### src/rtl/keypad_scanner.sv
// keypad_scanner: 4x4 keypad column scanner with press and release debounce.
// Drives one active-low column at a time, synchronizes the row lines, and
// emits one key_valid strobe with the key's hex value per physical press.
module keypad_scanner #(
    parameter int SCAN_DIV        = 4800,
    parameter int DEBOUNCE_CYCLES = 960_000
) (
    input  logic       clk,
    input  logic       reset,
    input  logic [3:0] keypad_hori,
    output logic [3:0] keypad_vert,
    output logic [3:0] key_code,
    output logic       key_valid,
    output logic       key_held
);

    localparam int SCAN_W = $clog2(SCAN_DIV);
    localparam int DB_W   = $clog2(DEBOUNCE_CYCLES);

    localparam logic [SCAN_W-1:0] SCAN_LAST = SCAN_W'(SCAN_DIV - 1);
    localparam logic [DB_W-1:0]   DB_LAST   = DB_W'(DEBOUNCE_CYCLES - 1);

    typedef enum logic [1:0] {
        SCAN,
        PRESS_DB,
        HELD,
        REL_DB
    } state_t;

    state_t            state, state_n;
    logic [3:0]        sync1, rs;
    logic [1:0]        col, col_n;
    logic [SCAN_W-1:0] scan_cnt, scan_cnt_n;
    logic [DB_W-1:0]   db_cnt, db_cnt_n;
    logic [1:0]        cand_row, cand_row_n;
    logic [1:0]        cand_col, cand_col_n;
    logic [3:0]        code_n;
    logic              valid_n;
    logic              held_n;
    logic              one_low;
    logic [1:0]        low_row;
    logic [3:0]        cand_pattern;

    // Hex value printed on the key at (row, col).
    function automatic logic [3:0] key_map(input logic [1:0] row, input logic [1:0] c);
        logic [3:0] v;
        case ({row, c})
            4'b00_00: v = 4'h1;
            4'b00_01: v = 4'h2;
            4'b00_10: v = 4'h3;
            4'b00_11: v = 4'hA;
            4'b01_00: v = 4'h4;
            4'b01_01: v = 4'h5;
            4'b01_10: v = 4'h6;
            4'b01_11: v = 4'hB;
            4'b10_00: v = 4'h7;
            4'b10_01: v = 4'h8;
            4'b10_10: v = 4'h9;
            4'b10_11: v = 4'hC;
            4'b11_00: v = 4'hE;
            4'b11_01: v = 4'h0;
            4'b11_10: v = 4'hF;
            default:  v = 4'hD;
        endcase
        return v;
    endfunction

    // Only the driven column is low; decoded straight from the column register.
    assign keypad_vert = ~(4'b0001 << col);

    // Row pattern expected while the candidate key alone is pressed.
    assign cand_pattern = ~(4'b0001 << cand_row);

    // Two-flop synchronizer; idle (all rows released) is all ones.
    always_ff @(posedge clk or negedge reset) begin
        if (!reset) begin
            sync1 <= 4'hF;
            rs    <= 4'hF;
        end else begin
            // NOTE: non-blocking so rs takes sync1's pre-edge value, giving two real flop stages.
            sync1 <= keypad_hori;
            rs    <= sync1;
        end
    end

    // Classify the synchronized rows: exactly one low row, and which one.
    always_comb begin
        // NOTE: defaults first so every path assigns every signal and no latch is inferred.
        one_low = 1'b1;
        low_row = 2'd0;
        case (rs)
            4'b1110: low_row = 2'd0;
            4'b1101: low_row = 2'd1;
            4'b1011: low_row = 2'd2;
            4'b0111: low_row = 2'd3;
            default: one_low = 1'b0;
        endcase
    end

    // State register.
    always_ff @(posedge clk or negedge reset) begin
        if (!reset) state <= SCAN;
        else        state <= state_n;
    end

    // Next-state logic plus next values of counters, candidate and outputs.
    always_comb begin
        state_n    = state;
        col_n      = col;
        scan_cnt_n = scan_cnt;
        db_cnt_n   = db_cnt;
        cand_row_n = cand_row;
        cand_col_n = cand_col;
        code_n     = key_code;
        valid_n    = 1'b0;
        case (state)
            SCAN: begin
                if (scan_cnt == SCAN_LAST) begin
                    scan_cnt_n = '0;
                    if (one_low) begin
                        // Freeze the column and start debouncing this key.
                        cand_row_n = low_row;
                        cand_col_n = col;
                        db_cnt_n   = '0;
                        state_n    = PRESS_DB;
                    end else begin
                        col_n = col + 2'd1;
                    end
                end else begin
                    scan_cnt_n = scan_cnt + 1'b1;
                end
            end
            PRESS_DB: begin
                if (rs == cand_pattern) begin
                    if (db_cnt == DB_LAST) begin
                        valid_n = 1'b1;
                        code_n  = key_map(cand_row, cand_col);
                        state_n = HELD;
                    end else begin
                        db_cnt_n = db_cnt + 1'b1;
                    end
                end else begin
                    // Bounce or second key: resume scanning after this column.
                    state_n    = SCAN;
                    col_n      = cand_col + 2'd1;
                    scan_cnt_n = '0;
                end
            end
            HELD: begin
                // Other rows are ignored; only the accepted key's row matters.
                if (rs[cand_row]) begin
                    db_cnt_n = '0;
                    state_n  = REL_DB;
                end
            end
            REL_DB: begin
                if (rs == 4'hF) begin
                    if (db_cnt == DB_LAST) begin
                        state_n    = SCAN;
                        col_n      = cand_col + 2'd1;
                        scan_cnt_n = '0;
                    end else begin
                        db_cnt_n = db_cnt + 1'b1;
                    end
                end else begin
                    state_n = HELD;
                end
            end
            default: state_n = SCAN;
        endcase
        held_n = (state_n == HELD) || (state_n == REL_DB);
    end

    // Datapath registers: column, counters, candidate key and outputs.
    always_ff @(posedge clk or negedge reset) begin
        if (!reset) begin
            col       <= 2'd0;
            scan_cnt  <= '0;
            db_cnt    <= '0;
            cand_row  <= 2'd0;
            cand_col  <= 2'd0;
            key_code  <= 4'h0;
            key_valid <= 1'b0;
            key_held  <= 1'b0;
        end else begin
            col       <= col_n;
            scan_cnt  <= scan_cnt_n;
            db_cnt    <= db_cnt_n;
            cand_row  <= cand_row_n;
            cand_col  <= cand_col_n;
            key_code  <= code_n;
            key_valid <= valid_n;
            key_held  <= held_n;
        end
    end

endmodule

### config.mk
export PLATFORM = sky130hd
export DESIGN_NAME = keypad_scanner
export DESIGN_NICKNAME = d
export VERILOG_FILES = /design/src/rtl/keypad_scanner.sv
export SDC_FILE = /design/constraint.sdc
export NUM_CORES = 1
export LEC_CHECK = 0
export BUFFER_PORTS_ARGS = -buffer_cell sky130_fd_sc_hd__buf_2
export CORE_ASPECT_RATIO = 0.5
export CORE_UTILIZATION = 25
export DETAILED_ROUTE_END_ITERATION = 8
export PLACE_DENSITY = 0.36
export REMOVE_ABC_BUFFERS = 1
export SLEW_MARGIN = 20
export SYNTH_ARGS = -nofsm -noshare
export SYNTH_HDL_FRONTEND = slang
export SYNTH_SLANG_ARGS = --single-unit
### constraint.sdc
create_clock -name clk -period 6.7 [get_ports clk]
set_input_delay 1.34 -clock clk [delete_from_list [all_inputs] [get_ports clk]]
set_output_delay 1.34 -clock clk [all_outputs]
set_load 0.02 [all_outputs]
# [After elaboration in Yosys (flattened, before gate mapping)]
# Memory sizes are Yosys's and may differ from the RTL's. A register that Yosys moved wholly into a read port is not among the register bits.
# Index checks and enable logic that the tools add are counted.
[classes] mux=33 div=0 n_mul=0 n_eq_ne=21 bitwise=2 order_cmp=1 shift=2 add_sub_neg=4 reduce_logical=10
[op_table] operator="20-bit two-way mux" n=6
[op_table] operator="20-bit one-hot mux with 4 select lines" n=1
[op_table] operator="13-bit two-way mux" n=4
[op_table] operator="13-bit one-hot mux with 3 select lines" n=1
[op_table] operator="2-bit two-way mux" n=12
[op_table] operator="20-bit by 1-bit adder with 20-bit output, second input constant" n=1
[op_table] operator="20-bit == test, second input constant" n=1
[op_table] operator="4-bit == test, second input constant" n=4
[op_table] operator="2-bit inequality test, second input constant" n=8
[op_table] operator="13-bit by 1-bit adder with 13-bit output, second input constant" n=1
[op_table] operator="13-bit == test, second input constant" n=1
[op_table] operator="2-bit one-hot mux with 3 select lines" n=2
[op_table] operator="2-bit == test, second input constant" n=4
[op_table] operator="4-bit NOT" n=2
[op_table] operator="2-bit one-hot mux with 4 select lines" n=1
[op_table] operator="1-bit by 2-bit left shift with 4-bit output, first input constant" n=2
[op_table] operator="3-bit AND reduction" n=2
[op_table] operator="6-bit AND reduction" n=1
[op_table] operator="1-bit two-way mux" n=5
[op_table] operator="5-bit AND reduction" n=1
[op_table] operator="2-bit by 1-bit adder with 2-bit output, second input constant" n=2
[op_table] operator="4-bit by 3-bit == test with 1-bit output, second input constant" n=1
[op_table] operator="4-bit == test" n=1
[op_table] operator="4-bit AND reduction" n=1
[op_table] operator="other kinds (8)" n=8
[word_totals] mem_count=1 romBits=64 output_inout_bits=10 mem_bits_rw=0 inputBits=6 reg_bits=51 latchBits=0
[memory_table] memory="(name not given)" words=16 width=4 rd=1 rd_clocked_by_memory_dff=1 write_ports=0 line_no="47" rtl="case ({row, c})"

# [Logic depth before layout (Yosys ltp)]
# Gate-level depths: netlist (run 1).
[depth] depth_word=8 depth_mapped=8

# [Worst setup path after synthesis (run 1)]
# No wires, ideal clock.
[synth_timing] path_type="flip-flop to output port" startpoint="reg col[0]" endpoint="out keypad_vert[0]" path_stages_with_launch=3 slack_ns=4.499 required_ns=5.360 arrival_time_ns=0.861 path_cell_list="dfrtp_1 clkbuf_1 or2_2"
[synth_between] elab_chain_len=2
[synth_rtl] item="start: declaration" line_no="32" rtl="logic [1:0] col, col_n;"
[synth_rtl] item="start signal: assignment" line_no="186" rtl="col <= col_n;"
[synth_rtl] item="1-bit by 2-bit left shift with 4-bit output" line_no="69" rtl="assign keypad_vert = ~(4'b0001 << col);"
[synth_rtl] item="4-bit NOT" line_no="69"
[synth_rtl] item="end: declaration" line_no="11" rtl="output logic [3:0] keypad_vert,"
# Every way passes these cells.

# [Final worst setup path (run 1)]
[layout_timing] startpoint="reg rs[0]" endpoint="reg key_code[1]"
[layout_between] elab_chain_len=2
[layout_rtl] item="start: declaration" line_no="31" rtl="logic [3:0] sync1, rs;"
[layout_rtl] item="start signal: assignment" line_no="82" rtl="rs <= sync1;"
[layout_rtl] item="4-bit == test" line_no="134" rtl="if (rs == cand_pattern) begin"
[layout_rtl] item="3-bit AND reduction (no source line)"
[layout_rtl] item="end: declaration" line_no="12" rtl="output logic [3:0] key_code,"
# Every way passes these cells.
# A chain may end at the register's enable or synchronous reset.

==> flow_summary.html, run 1 <==
<table>
<tr><th>Metric</th><th>Value</th></tr>
<tr><th colspan="2">CTS</th></tr>
<tr><td>Post_cts resized</td><td>0</td></tr>
<tr><td>Post-CTS Setup Repair Bufs</td><td>0</td></tr>
<tr><td>Later-pin clock latency in the skew report</td><td>0.30 ns</td></tr>
<tr><td>Number of H-tree levels</td><td>2</td></tr>
<tr><td>Number of clock sinks seen by CTS</td><td>55</td></tr>
<tr><td>Number of hold buffers added after CTS</td><td>0</td></tr>
<tr><td>Cell at the root of the clock tree</td><td>sky130_fd_sc_hd__clkbuf_16</td></tr>
<tr><td>Clock tree from TritonCTS</td><td>done</td></tr>
<tr><td>Number of buffers on the longest clock path</td><td>2</td></tr>
<tr><td>Number of buffers created by CTS</td><td>5</td></tr>
<tr><td>Clock-pin slew reported for the worst setup and hold paths after clock tree synthesis</td><td>0.08 ns</td></tr>
<tr><th colspan="2">Timing</th></tr>
<tr><td>Clock period minus final worst setup slack</td><td>2.67 ns</td></tr>
<tr><td>Worst slew pin tran</td><td>0.937 ns</td></tr>
<tr><td>Final hold viol count</td><td>0</td></tr>
<tr><td>Final Max Tran Viols</td><td>0</td></tr>
<tr><td>Final setup violation count</td><td>0</td></tr>
<tr><td>Sum of negative setup slack</td><td>0 ns</td></tr>
<tr><td>Fin Clk Skew</td><td>0.00959 ns</td></tr>
<tr><td>Part of the cycle the worst path needs</td><td>39.8%</td></tr>
<tr><td>Unrepaired setup endpoints after global routing</td><td>false</td></tr>
<tr><td>Fmax</td><td>0.375 GHz</td></tr>
<tr><td>Normalized max-slew margin</td><td>36.7%</td></tr>
<tr><th colspan="2">Die</th></tr>
<tr><td>Die width</td><td>164 um</td></tr>
<tr><td>Effective utilization at floorplan</td><td>25.8%</td></tr>
<tr><td>Vertical die dimension</td><td>82.9 um</td></tr>
<tr><td>Placement Rows</td><td>29</td></tr>
<tr><td>Floorplan die area</td><td>13600 um^2</td></tr>
<tr><td>Total core area</td><td>12700 um^2</td></tr>
<tr><td>Ports placed on the boundary</td><td>16</td></tr>
<tr><th colspan="2">Synth</th></tr>
<tr><td>Warnings, synthesis</td><td>0</td></tr>
<tr><td>Fraction of synthesis flops using an asynchronous set or reset pin</td><td>100%</td></tr>
<tr><td>Syn Std Cell Area</td><td>3270 um^2</td></tr>
<tr><td>EDFF count, synth</td><td>0</td></tr>
<tr><td>Post-synthesis area per instance</td><td>9.59 um^2</td></tr>
<tr><td>Unique masters post-synth</td><td>58</td></tr>
<tr><td>Share of synthesized area occupied by flip-flops and latches</td><td>42.4%</td></tr>
<tr><td>Primary flip-flop cell chosen by synthesis mapping</td><td>sky130_fd_sc_hd__dfrtp_1</td></tr>
<tr><td>Flops &amp; latches, synth</td><td>55</td></tr>
<tr><td>Post-synthesis cell count</td><td>341</td></tr>
<tr><th colspan="2">Route</th></tr>
<tr><td>DRT Wirelength</td><td>8370 um</td></tr>
<tr><td>DRC errors left</td><td>0</td></tr>
<tr><td>Number of design-rule violations left by the first detailed-router iteration</td><td>214</td></tr>
<tr><td>Count of antenna-violating nets left after detailed routing</td><td>0</td></tr>
<tr><td>Number of vias in the routed layout</td><td>2702</td></tr>
<tr><td>Routed length per placed instance</td><td>16.2 um</td></tr>
<tr><td>Post-detailed-route via-to-cell ratio</td><td>5.23</td></tr>
<tr><td>Detailed Routing Iterations Pass 1</td><td>4</td></tr>
<tr><th colspan="2">GRT</th></tr>
<tr><td>Pin count of the biggest net entering global routing</td><td>56</td></tr>
<tr><td>Leftover overflow at the end of global routing</td><td>0</td></tr>
<tr><td>Antenna violations before repair</td><td>0</td></tr>
<tr><td>Number of global-route vias before repair</td><td>2622</td></tr>
<tr><td>Global router's overall resource usage</td><td>13.2%</td></tr>
<tr><td>Global-route wire length before repair</td><td>14200 um</td></tr>
<tr><th colspan="2">Pwr</th></tr>
<tr><td>Peak supply drop</td><td>0.0867 mV</td></tr>
<tr><td>Power consumption</td><td>659 uW</td></tr>
<tr><td>Leakage power total</td><td>0.00136 uW</td></tr>
<tr><td>Power Dens Cells</td><td>180 nW/um^2</td></tr>
<tr><th colspan="2">Critical path</th></tr>
<tr><td>Worst reg2reg path depth</td><td>5</td></tr>
<tr><td>Data required time of the critical path</td><td>6.89 ns</td></tr>
<tr><td>Crit Path Class</td><td>reg -&gt; reg</td></tr>
<tr><td>Destination of the worst register-to-register timing path</td><td>key_code[1]</td></tr>
<tr><td>Max Fanout on Critical Path</td><td>17</td></tr>
<tr><td>Crit path launch</td><td>rs[0]</td></tr>
<tr><td>Critical path capture point type</td><td>register</td></tr>
<tr><td>Worst path arrival time</td><td>2.86 ns</td></tr>
<tr><td>Setup crit start kind</td><td>register</td></tr>
<tr><td>Setup slack, reg-to-reg</td><td>4.03 ns</td></tr>
<tr><td>Beginning of the worst register-to-register path</td><td>rs[0]</td></tr>
<tr><th colspan="2">Hold path</th></tr>
<tr><td>Worst hold stages</td><td>0</td></tr>
<tr><td>Worst min path class</td><td>reg -&gt; reg</td></tr>
<tr><td>Beginning of the worst hold path</td><td>sync1[3]</td></tr>
<tr><td>Endpoint with the worst hold slack</td><td>rs[3]</td></tr>
<tr><th colspan="2">Placement</th></tr>
<tr><td>Number of buffers inserted by port buffering</td><td>15</td></tr>
<tr><td>Weighted congestion reported at the end of routability-driven placement</td><td>0.736</td></tr>
<tr><td>Hpwl dp</td><td>5620 um</td></tr>
<tr><th colspan="2">Finish</th></tr>
<tr><td>Leading cell type in the layout, fill and taps excluded</td><td>sky130_fd_sc_hd__dfrtp_1</td></tr>
<tr><td>Fraction of layout instances using a drive strength above 1</td><td>18.4%</td></tr>
<tr><td>Antenna cells</td><td>0</td></tr>
<tr><td>Highest-count cells in the layout ignoring fill and taps</td><td>sky130_fd_sc_hd__dfrtp_1, sky130_fd_sc_hd__nand2_1, sky130_fd_sc_hd__nor2_1</td></tr>
<tr><td>Count of filler cells inserted in the layout</td><td>1338</td></tr>
<tr><td>Area growth from synthesis to layout</td><td>11.9%</td></tr>
<tr><td>Final net count</td><td>359</td></tr>
<tr><th colspan="2">Status</th></tr>
<tr><td>Run status</td><td>finished, final reports clean</td></tr>
<tr><th colspan="2">Run</th></tr>
<tr><td>Number of max-capacitance violations reported</td><td>0</td></tr>
</table>
==> how the worst max path moves through the flow <==
stage	to	slack, ns	cells past startpoint
finish	key_code[1]	4.03	5
global route	key_code[1]	3.91	5
CTS	key_code[1]	4.07	5
detailed placement	key_code[0]	4.09	5
global placement	key_code[0]	4.14	5
floorplan	db_cnt[4]	3.90	5
==> Yosys cell counts, types with 4 or more instances <==
cell	n	share of area [%]
sky130_fd_sc_hd__mux2_2	6	2.1
sky130_fd_sc_hd__dfrtp_1	47	36
sky130_fd_sc_hd__a21oi_1	18	2.8
sky130_fd_sc_hd__or2_2	5	0.96
sky130_fd_sc_hd__buf_2	7	1.1
sky130_fd_sc_hd__clkbuf_1	10	1.1
sky130_fd_sc_hd__o31ai_1	14	3.2
sky130_fd_sc_hd__o311ai_0	8	2.1
sky130_fd_sc_hd__nand2_1	24	2.8
sky130_fd_sc_hd__dfstp_2	8	6.4
sky130_fd_sc_hd__o41ai_1	6	1.6
sky130_fd_sc_hd__o211ai_2	6	2.3
sky130_fd_sc_hd__nand4_1	13	2.5
sky130_fd_sc_hd__o21ai_0	17	2.6
sky130_fd_sc_hd__and3_1	6	1.1
sky130_fd_sc_hd__inv_1	7	0.80
sky130_fd_sc_hd__nor2_1	23	2.6
sky130_fd_sc_hd__nor3_1	6	0.92
sky130_fd_sc_hd__o311ai_1	6	1.6
sky130_fd_sc_hd__nand3_1	19	2.9
sky130_fd_sc_hd__ha_1	7	2.7
sky130_fd_sc_hd__or4_1	4	0.92
sky130_fd_sc_hd__mux2i_1	6	1.8
sky130_fd_sc_hd__nand2b_1	12	2.3
==> report_power, final <==
group	leakage, uW	internal [uW]	switching (uW)
logic	0.000552	5.15	13.8
registers	0.000727	336	2.58
clock network	0.0000812	175	126
total	0.00136	516	142
==> metrics by stage <==
stage	area [um^2]	setup slack, ns	utilization, %	hold slack, ns	std cells
6_report	3660	4.03	28.8	0.356	517
3_5_place_dp	3500	4.09	27.5	0.348	509
3_3_place_gp	3500	4.14	27.5	0.351	509
2_1_floorplan	3170	3.90	-	0.345	319
4_1_cts	3660	4.07	28.8	0.358	517
5_1_grt	3660	3.91	28.8	0.365	517
==> flip-flops by register name, summed over array words and instances, names as in the netlist <==
register   count
state          2
scan_cnt      13
cand_col       2
rs             4
key_held       1
sync1          4
db_cnt        20
key_code       4
cand_row       2
col            2
key_valid      1
==> critical path, cell delays in order (launching register included) <==
cell,delay (ns)
sky130_fd_sc_hd__dfstp_2,0.59
sky130_fd_sc_hd__nand2_1,0.09
sky130_fd_sc_hd__a211oi_1,0.46
sky130_fd_sc_hd__and3_1,0.70
sky130_fd_sc_hd__and2_1,0.37
sky130_fd_sc_hd__mux2_2,0.37
==> per-layer routing <==
layer	track usage, %	vias up	share of wire (%)
met1	19.7	1347	54
li1	-	1325	-
met2	19.2	23	42
met4	3.37	0	0.81
met5	0	-	0
met3	2.60	7	2.5
==> kinds of logic (layout without fill, tap and decap cells) <==
logic type	count (synthesis)	in the layout	synth area share, %
AO/OA/AOI/OAI	99	99	22.7
flip-flops	55	55	42.4
adder cells (fa/ha/maj)	7	7	2.68
multiplexers	13	13	4.59
XOR/XNOR	4	4	1.07
buffers and inverters	29	35	4.05
AND/OR/NAND/NOR	134	134	22.5
==> final cells by class <==
class	count	area [um^2]	area share, %
well taps	170	213	5.81
clock buffers	5	125	3.42
inverters	7	26.3	0.718
repair buffers	20	113	3.08
multi-input cells	257	1760	48.0
flip-flops and latches	55	1390	37.9
clock inverters	3	38.8	1.06
Note: power is estimated with default switching activity, not from simulation.
==> run 2, diff against run 1 <==
--- a/config.mk
+++ b/config.mk
@@ -5,11 +5,12 @@
 export SDC_FILE = /design/constraint.sdc
 export NUM_CORES = 1
 export LEC_CHECK = 0
+export ABC_AREA = 1
 export BUFFER_PORTS_ARGS = -buffer_cell sky130_fd_sc_hd__buf_2
 export CORE_ASPECT_RATIO = 0.5
 export CORE_UTILIZATION = 25
 export DETAILED_ROUTE_END_ITERATION = 8
-export PLACE_DENSITY = 0.36
+export PLACE_DENSITY = 0.38
 export REMOVE_ABC_BUFFERS = 1
 export SLEW_MARGIN = 20
 export SYNTH_ARGS = -nofsm -noshare
==> constraint.sdc (replaced) <==
create_clock -name clk -period 2.2 [get_ports clk]
set_input_delay 0.44 -clock clk [delete_from_list [all_inputs] [get_ports clk]]
set_output_delay 0.44 -clock clk [all_outputs]
set_load 0.02 [all_outputs]
==> run 2 against run 1 <==
Effect of this change: sequential share of layout area is 3.1 points lower; maximum frequency is 36% higher; total power grew to 3.1 times the previous value; register-to-register slack worse by 3.8 ns; utilization is 1.7 points higher; critical endpoint is now db_cnt[15].
==> flow_summary.html, run 2 <==
<table>
<tr><th>Metric</th><th>Value</th></tr>
<tr><th colspan="2">Status</th></tr>
<tr><td>Run status</td><td>finished, final reports clean</td></tr>
<tr><th colspan="2">CTS</th></tr>
<tr><td>Number of clock sinks seen by CTS</td><td>55 (unchanged)</td></tr>
<tr><td>Number of buffers created by CTS</td><td>5 (unchanged)</td></tr>
<tr><td>Number of H-tree levels</td><td>2 (unchanged)</td></tr>
<tr><td>Post-CTS Setup Repair Bufs</td><td>0 (unchanged)</td></tr>
<tr><td>Clock tree from TritonCTS</td><td>done</td></tr>
<tr><td>Later-pin clock latency in the skew report</td><td>0.30 ns (about the same)</td></tr>
<tr><td>Number of hold buffers added after CTS</td><td>0 (unchanged)</td></tr>
<tr><td>Number of buffers on the longest clock path</td><td>2 (unchanged)</td></tr>
<tr><td>Cell at the root of the clock tree</td><td>sky130_fd_sc_hd__clkbuf_16</td></tr>
<tr><td>Clock-pin slew reported for the worst setup and hold paths after clock tree synthesis</td><td>0.07 ns (about the same)</td></tr>
<tr><td>Post_cts resized</td><td>0 (unchanged)</td></tr>
<tr><th colspan="2">Synth</th></tr>
<tr><td>List of most frequent post-synthesis cells</td><td>sky130_fd_sc_hd__nand2_1, sky130_fd_sc_hd__nor2_1, sky130_fd_sc_hd__dfrtp_1, sky130_fd_sc_hd__nand3_1, sky130_fd_sc_hd__inv_1</td></tr>
<tr><td>Post-synthesis area per instance</td><td>7.05 um^2 (-27%)</td></tr>
<tr><td>Main combinational cell family by area after synthesis</td><td>simple AND/OR/NAND/NOR gates</td></tr>
<tr><td>Multiplexer share of the synthesized area</td><td>0% (-4.6 points)</td></tr>
<tr><td>EDFF count, synth</td><td>0 (unchanged)</td></tr>
<tr><td>Primary flip-flop cell chosen by synthesis mapping</td><td>sky130_fd_sc_hd__dfrtp_1</td></tr>
<tr><td>Share of synthesized area occupied by flip-flops and latches</td><td>40.2% (-2.2 points)</td></tr>
<tr><td>Area share of and/or/nand/nor cells after synthesis</td><td>40.5% (+18 points)</td></tr>
<tr><td>Unique masters post-synth</td><td>32 (-45%)</td></tr>
<tr><td>Area share of fa/ha/maj cells after synthesis</td><td>2.54% (-0.14 points)</td></tr>
<tr><td>Flops &amp; latches, synth</td><td>55 (unchanged)</td></tr>
<tr><td>Post-synthesis cell count</td><td>489 (+43%)</td></tr>
<tr><td>Library cell with the highest instance count after synthesis</td><td>sky130_fd_sc_hd__nand2_1</td></tr>
<tr><td>Fraction of synthesis flops using an asynchronous set or reset pin</td><td>100% (unchanged)</td></tr>
<tr><td>Post-Synth XOR/XNOR Area</td><td>4.83% (+3.8 points)</td></tr>
<tr><td>Warnings, synthesis</td><td>0 (unchanged)</td></tr>
<tr><td>Share of Yosys cell area claimed by the top area cell type</td><td>34.1% (-1.8 points)</td></tr>
<tr><td>Syn Std Cell Area</td><td>3450 um^2 (+5.4%)</td></tr>
<tr><td>Main area contributors after synthesis</td><td>sky130_fd_sc_hd__dfrtp_1, sky130_fd_sc_hd__nand2_1, sky130_fd_sc_hd__nor2_1</td></tr>
<tr><td>Synth Area in Compound Gates</td><td>5.41% (-17 points)</td></tr>
<tr><td>Biggest area consumer among synthesized cells</td><td>sky130_fd_sc_hd__dfrtp_1</td></tr>
<tr><th colspan="2">Pwr</th></tr>
<tr><td>Switch Pwr</td><td>414 uW (+190%)</td></tr>
<tr><td>Comb pwr share</td><td>2.5% (-0.4 points)</td></tr>
<tr><td>Switching part of the total</td><td>20.5% (-1.1 points)</td></tr>
<tr><td>Internal power of the cells</td><td>1610 uW (+210%)</td></tr>
<tr><td>Leakage power total</td><td>0.00182 uW (+34%)</td></tr>
<tr><td>Share of total power in the clock network</td><td>46.5% (+0.8 points)</td></tr>
<tr><td>Peak supply drop</td><td>0.257 mV (+200%)</td></tr>
<tr><td>Power Dens Cells</td><td>507 nW/um^2 (+180%)</td></tr>
<tr><td>Sequential share of power</td><td>50.9% (-0.5 points)</td></tr>
<tr><th colspan="2">Placement</th></tr>
<tr><td>Weighted congestion reported at the end of routability-driven placement</td><td>0.832 (+13%)</td></tr>
<tr><td>Hpwl dp</td><td>6390 um (+14%)</td></tr>
<tr><td>Placed Instance Area</td><td>3800 um^2 (+8.8%)</td></tr>
<tr><td>Number of buffers inserted by port buffering</td><td>15 (unchanged)</td></tr>
<tr><th colspan="2">Critical path</th></tr>
<tr><td>Cell-by-cell listing of the critical path</td><td>ha_1, nand3_2, nor2_4, nand3_2, nand2_2, nand2_4, nor2_8, nand2_4, nand2_1, nand2_1</td></tr>
<tr><td>Buffer and inverter count on the worst path</td><td>0 (unchanged)</td></tr>
<tr><td>Setup crit start kind</td><td>register</td></tr>
<tr><td>Max Fanout on Critical Path</td><td>20 (+3)</td></tr>
<tr><td>Crit Path Class</td><td>reg -&gt; reg</td></tr>
<tr><td>Kind of cell adding the most delay to the critical path</td><td>simple AND/OR/NAND/NOR gates</td></tr>
<tr><td>Data required time of the critical path</td><td>2.38 ns (-4.51 ns)</td></tr>
<tr><td>Worst path arrival time</td><td>2.14 ns (-0.72 ns)</td></tr>
<tr><td>Beginning of the worst register-to-register path</td><td>scan_cnt[1]</td></tr>
<tr><td>Crit path launch</td><td>scan_cnt[1]</td></tr>
<tr><td>Slowest cell on the critical path</td><td>sky130_fd_sc_hd__dfrtp_1</td></tr>
<tr><td>Delay of the slowest critical-path stage</td><td>0.38 ns (-0.32 ns)</td></tr>
<tr><td>Critical path capture point type</td><td>register</td></tr>
<tr><th colspan="2">Timing</th></tr>
<tr><td>Part of the cycle the worst path needs</td><td>89.2% (+49 points)</td></tr>
<tr><td>Fin Clk Skew</td><td>0.00709 ns (-0.00251 ns)</td></tr>
<tr><td>Worst slew pin tran</td><td>0.471 ns (-0.466 ns)</td></tr>
<tr><td>Sum of negative setup slack</td><td>0 ns (unchanged)</td></tr>
<tr><td>Clock period minus final worst setup slack</td><td>1.96 ns (-0.706 ns)</td></tr>
<tr><td>Fmax</td><td>0.509 GHz (+36%)</td></tr>
<tr><td>Normalized max-slew margin</td><td>68.6% (+32 points)</td></tr>
<tr><td>Final Max Tran Viols</td><td>0 (unchanged)</td></tr>
<tr><td>Unrepaired setup endpoints after global routing</td><td>false</td></tr>
<tr><td>Final hold viol count</td><td>0 (unchanged)</td></tr>
<tr><td>Hold slack final</td><td>0.0982 ns (-0.258 ns)</td></tr>
<tr><td>Final setup violation count</td><td>0 (unchanged)</td></tr>
<tr><th colspan="2">Finish</th></tr>
<tr><td>Area growth from synthesis to layout</td><td>15.5%</td></tr>
<tr><td>Highest-count cells in the layout ignoring fill and taps</td><td>sky130_fd_sc_hd__nand2_1, sky130_fd_sc_hd__nor2_1, sky130_fd_sc_hd__dfrtp_1</td></tr>
<tr><td>Most flop-heavy register</td><td>db_cnt</td></tr>
<tr><td>Antenna cells</td><td>0 (unchanged)</td></tr>
<tr><td>Fraction of layout instances using a drive strength above 1</td><td>14.5% (-4.0 points)</td></tr>
<tr><td>Leading cell type in the layout, fill and taps excluded</td><td>sky130_fd_sc_hd__nand2_1</td></tr>
<tr><td>Non-Filler Cell Area, Final</td><td>3980 um^2 (+8.8%)</td></tr>
<tr><td>Max FFs per register</td><td>20 (unchanged)</td></tr>
<tr><td>Largest registers</td><td>db_cnt (20), scan_cnt (13)</td></tr>
<tr><td>Post-layout util</td><td>30.5% (+1.7 points)</td></tr>
<tr><td>Count of filler cells inserted in the layout</td><td>1416 (+5.8%)</td></tr>
<tr><td>Final net count</td><td>530 (+48%)</td></tr>
<tr><th colspan="2">Route</th></tr>
<tr><td>Count of antenna-violating nets left after detailed routing</td><td>0 (unchanged)</td></tr>
<tr><td>Post-detailed-route via-to-cell ratio</td><td>4.30 (-18%)</td></tr>
<tr><td>Detailed Routing Iterations Pass 1</td><td>4 (unchanged)</td></tr>
<tr><td>DRT Wirelength</td><td>8520 um (+1.7%)</td></tr>
<tr><td>Routed length per placed instance</td><td>12.4 um (-24%)</td></tr>
<tr><td>DRC errors left</td><td>0 (unchanged)</td></tr>
<tr><td>Number of vias in the routed layout</td><td>2958 (+9.5%)</td></tr>
<tr><td>Number of design-rule violations left by the first detailed-router iteration</td><td>175 (-18%)</td></tr>
<tr><th colspan="2">Hold path</th></tr>
<tr><td>Worst min path class</td><td>in -&gt; async</td></tr>
<tr><th colspan="2">Run</th></tr>
<tr><td>Number of max-capacitance violations reported</td><td>0 (unchanged)</td></tr>
<tr><th colspan="2">GRT</th></tr>
<tr><td>Pin count of the biggest net entering global routing</td><td>22 (-61%)</td></tr>
<tr><td>Number of global-route vias before repair</td><td>2824 (+7.7%)</td></tr>
<tr><td>Leftover overflow at the end of global routing</td><td>0 (unchanged)</td></tr>
<tr><td>Global router's overall resource usage</td><td>13.1% (-0.11 points)</td></tr>
<tr><td>Antenna violations before repair</td><td>0 (unchanged)</td></tr>
<tr><td>Global-route wire length before repair</td><td>14700 um (+3.5%)</td></tr>
<tr><th colspan="2">Die</th></tr>
<tr><td>Effective utilization at floorplan</td><td>26.4% (+0.63 points)</td></tr>
<tr><td>Placement Rows</td><td>29 (unchanged)</td></tr>
<tr><td>Ports placed on the boundary</td><td>16 (unchanged)</td></tr>
<tr><td>Vertical die dimension</td><td>85.0 um (+2.6%)</td></tr>
<tr><td>Total core area</td><td>13100 um^2 (+2.9%)</td></tr>
<tr><td>Floorplan die area</td><td>14300 um^2 (+5.3%)</td></tr>
<tr><td>Die width</td><td>168 um (+2.6%)</td></tr>
</table>
## run 2: logic make-up (layout without fill, tap and decap cells)
kind of cell,after synthesis,after routing
compound gates,34,34
xor+xnor,19,19
fa+ha+maj,7,7
buf+inv,52,81
flops,55,55
simple gates,322,322
## run 2: power groups by stage
stage	clock, uW	combinational [uW]	sequential (uW)
3_3_place_gp	0	53.4	1050
5_1_grt	1030	58.8	1030
2_1_floorplan	0	15.8	1050
4_1_cts	980	53.7	1030
6_report	940	50.7	1030
3_5_place_dp	0	53.4	1050
## run 2: metrics by stage
step | worst slack (ns) | power, uW | cells
after detailed placement | 0.0624 | 1100 | 680
after floorplan | 0.376 | 1060 | 478
after global placement | 0.116 | 1100 | 680
after CTS | 0.0408 | 2060 | 688
final | 0.237 | 2020 | 688
after global routing | 0.0129 | 2120 | 688
## run 2: per-layer routing
layer	share of wire (%)	GRT usage (%)	routed length, um
met1	57	19.3	4820
met2	40	19.5	3420
met3	2.3	2.99	196
met4	0.85	2.56	72
met5	0	0	0
## run 2: worst paths after layout
check / endpoint / slack (ns) / depth (start not counted)
hold / removal: db_cnt[0] / 0.1 / 1
hold reg to reg: rs[0] / 0.36 / 0
max in group asynchronous: rs[3] / 1.53 / 2
min in group clk: sync1[1] / 0.24 / 1
setup reg to reg: db_cnt[15] / 0.24 / 10
setup / recovery: db_cnt[15] / 0.24 / 10
## run 2: area by class of cell
cell class                 instances  area [um^2]  share of cell area, %
clock inverter                     2         35.0                  0.880
tap                              170          213                   5.34
multi-input combinational        382         1840                   46.2
sequential                        55         1390                   34.8
inverter                          41          154                   3.86
clock buffer                       6          139                   3.49
timing repair buffer              32          215                   5.40
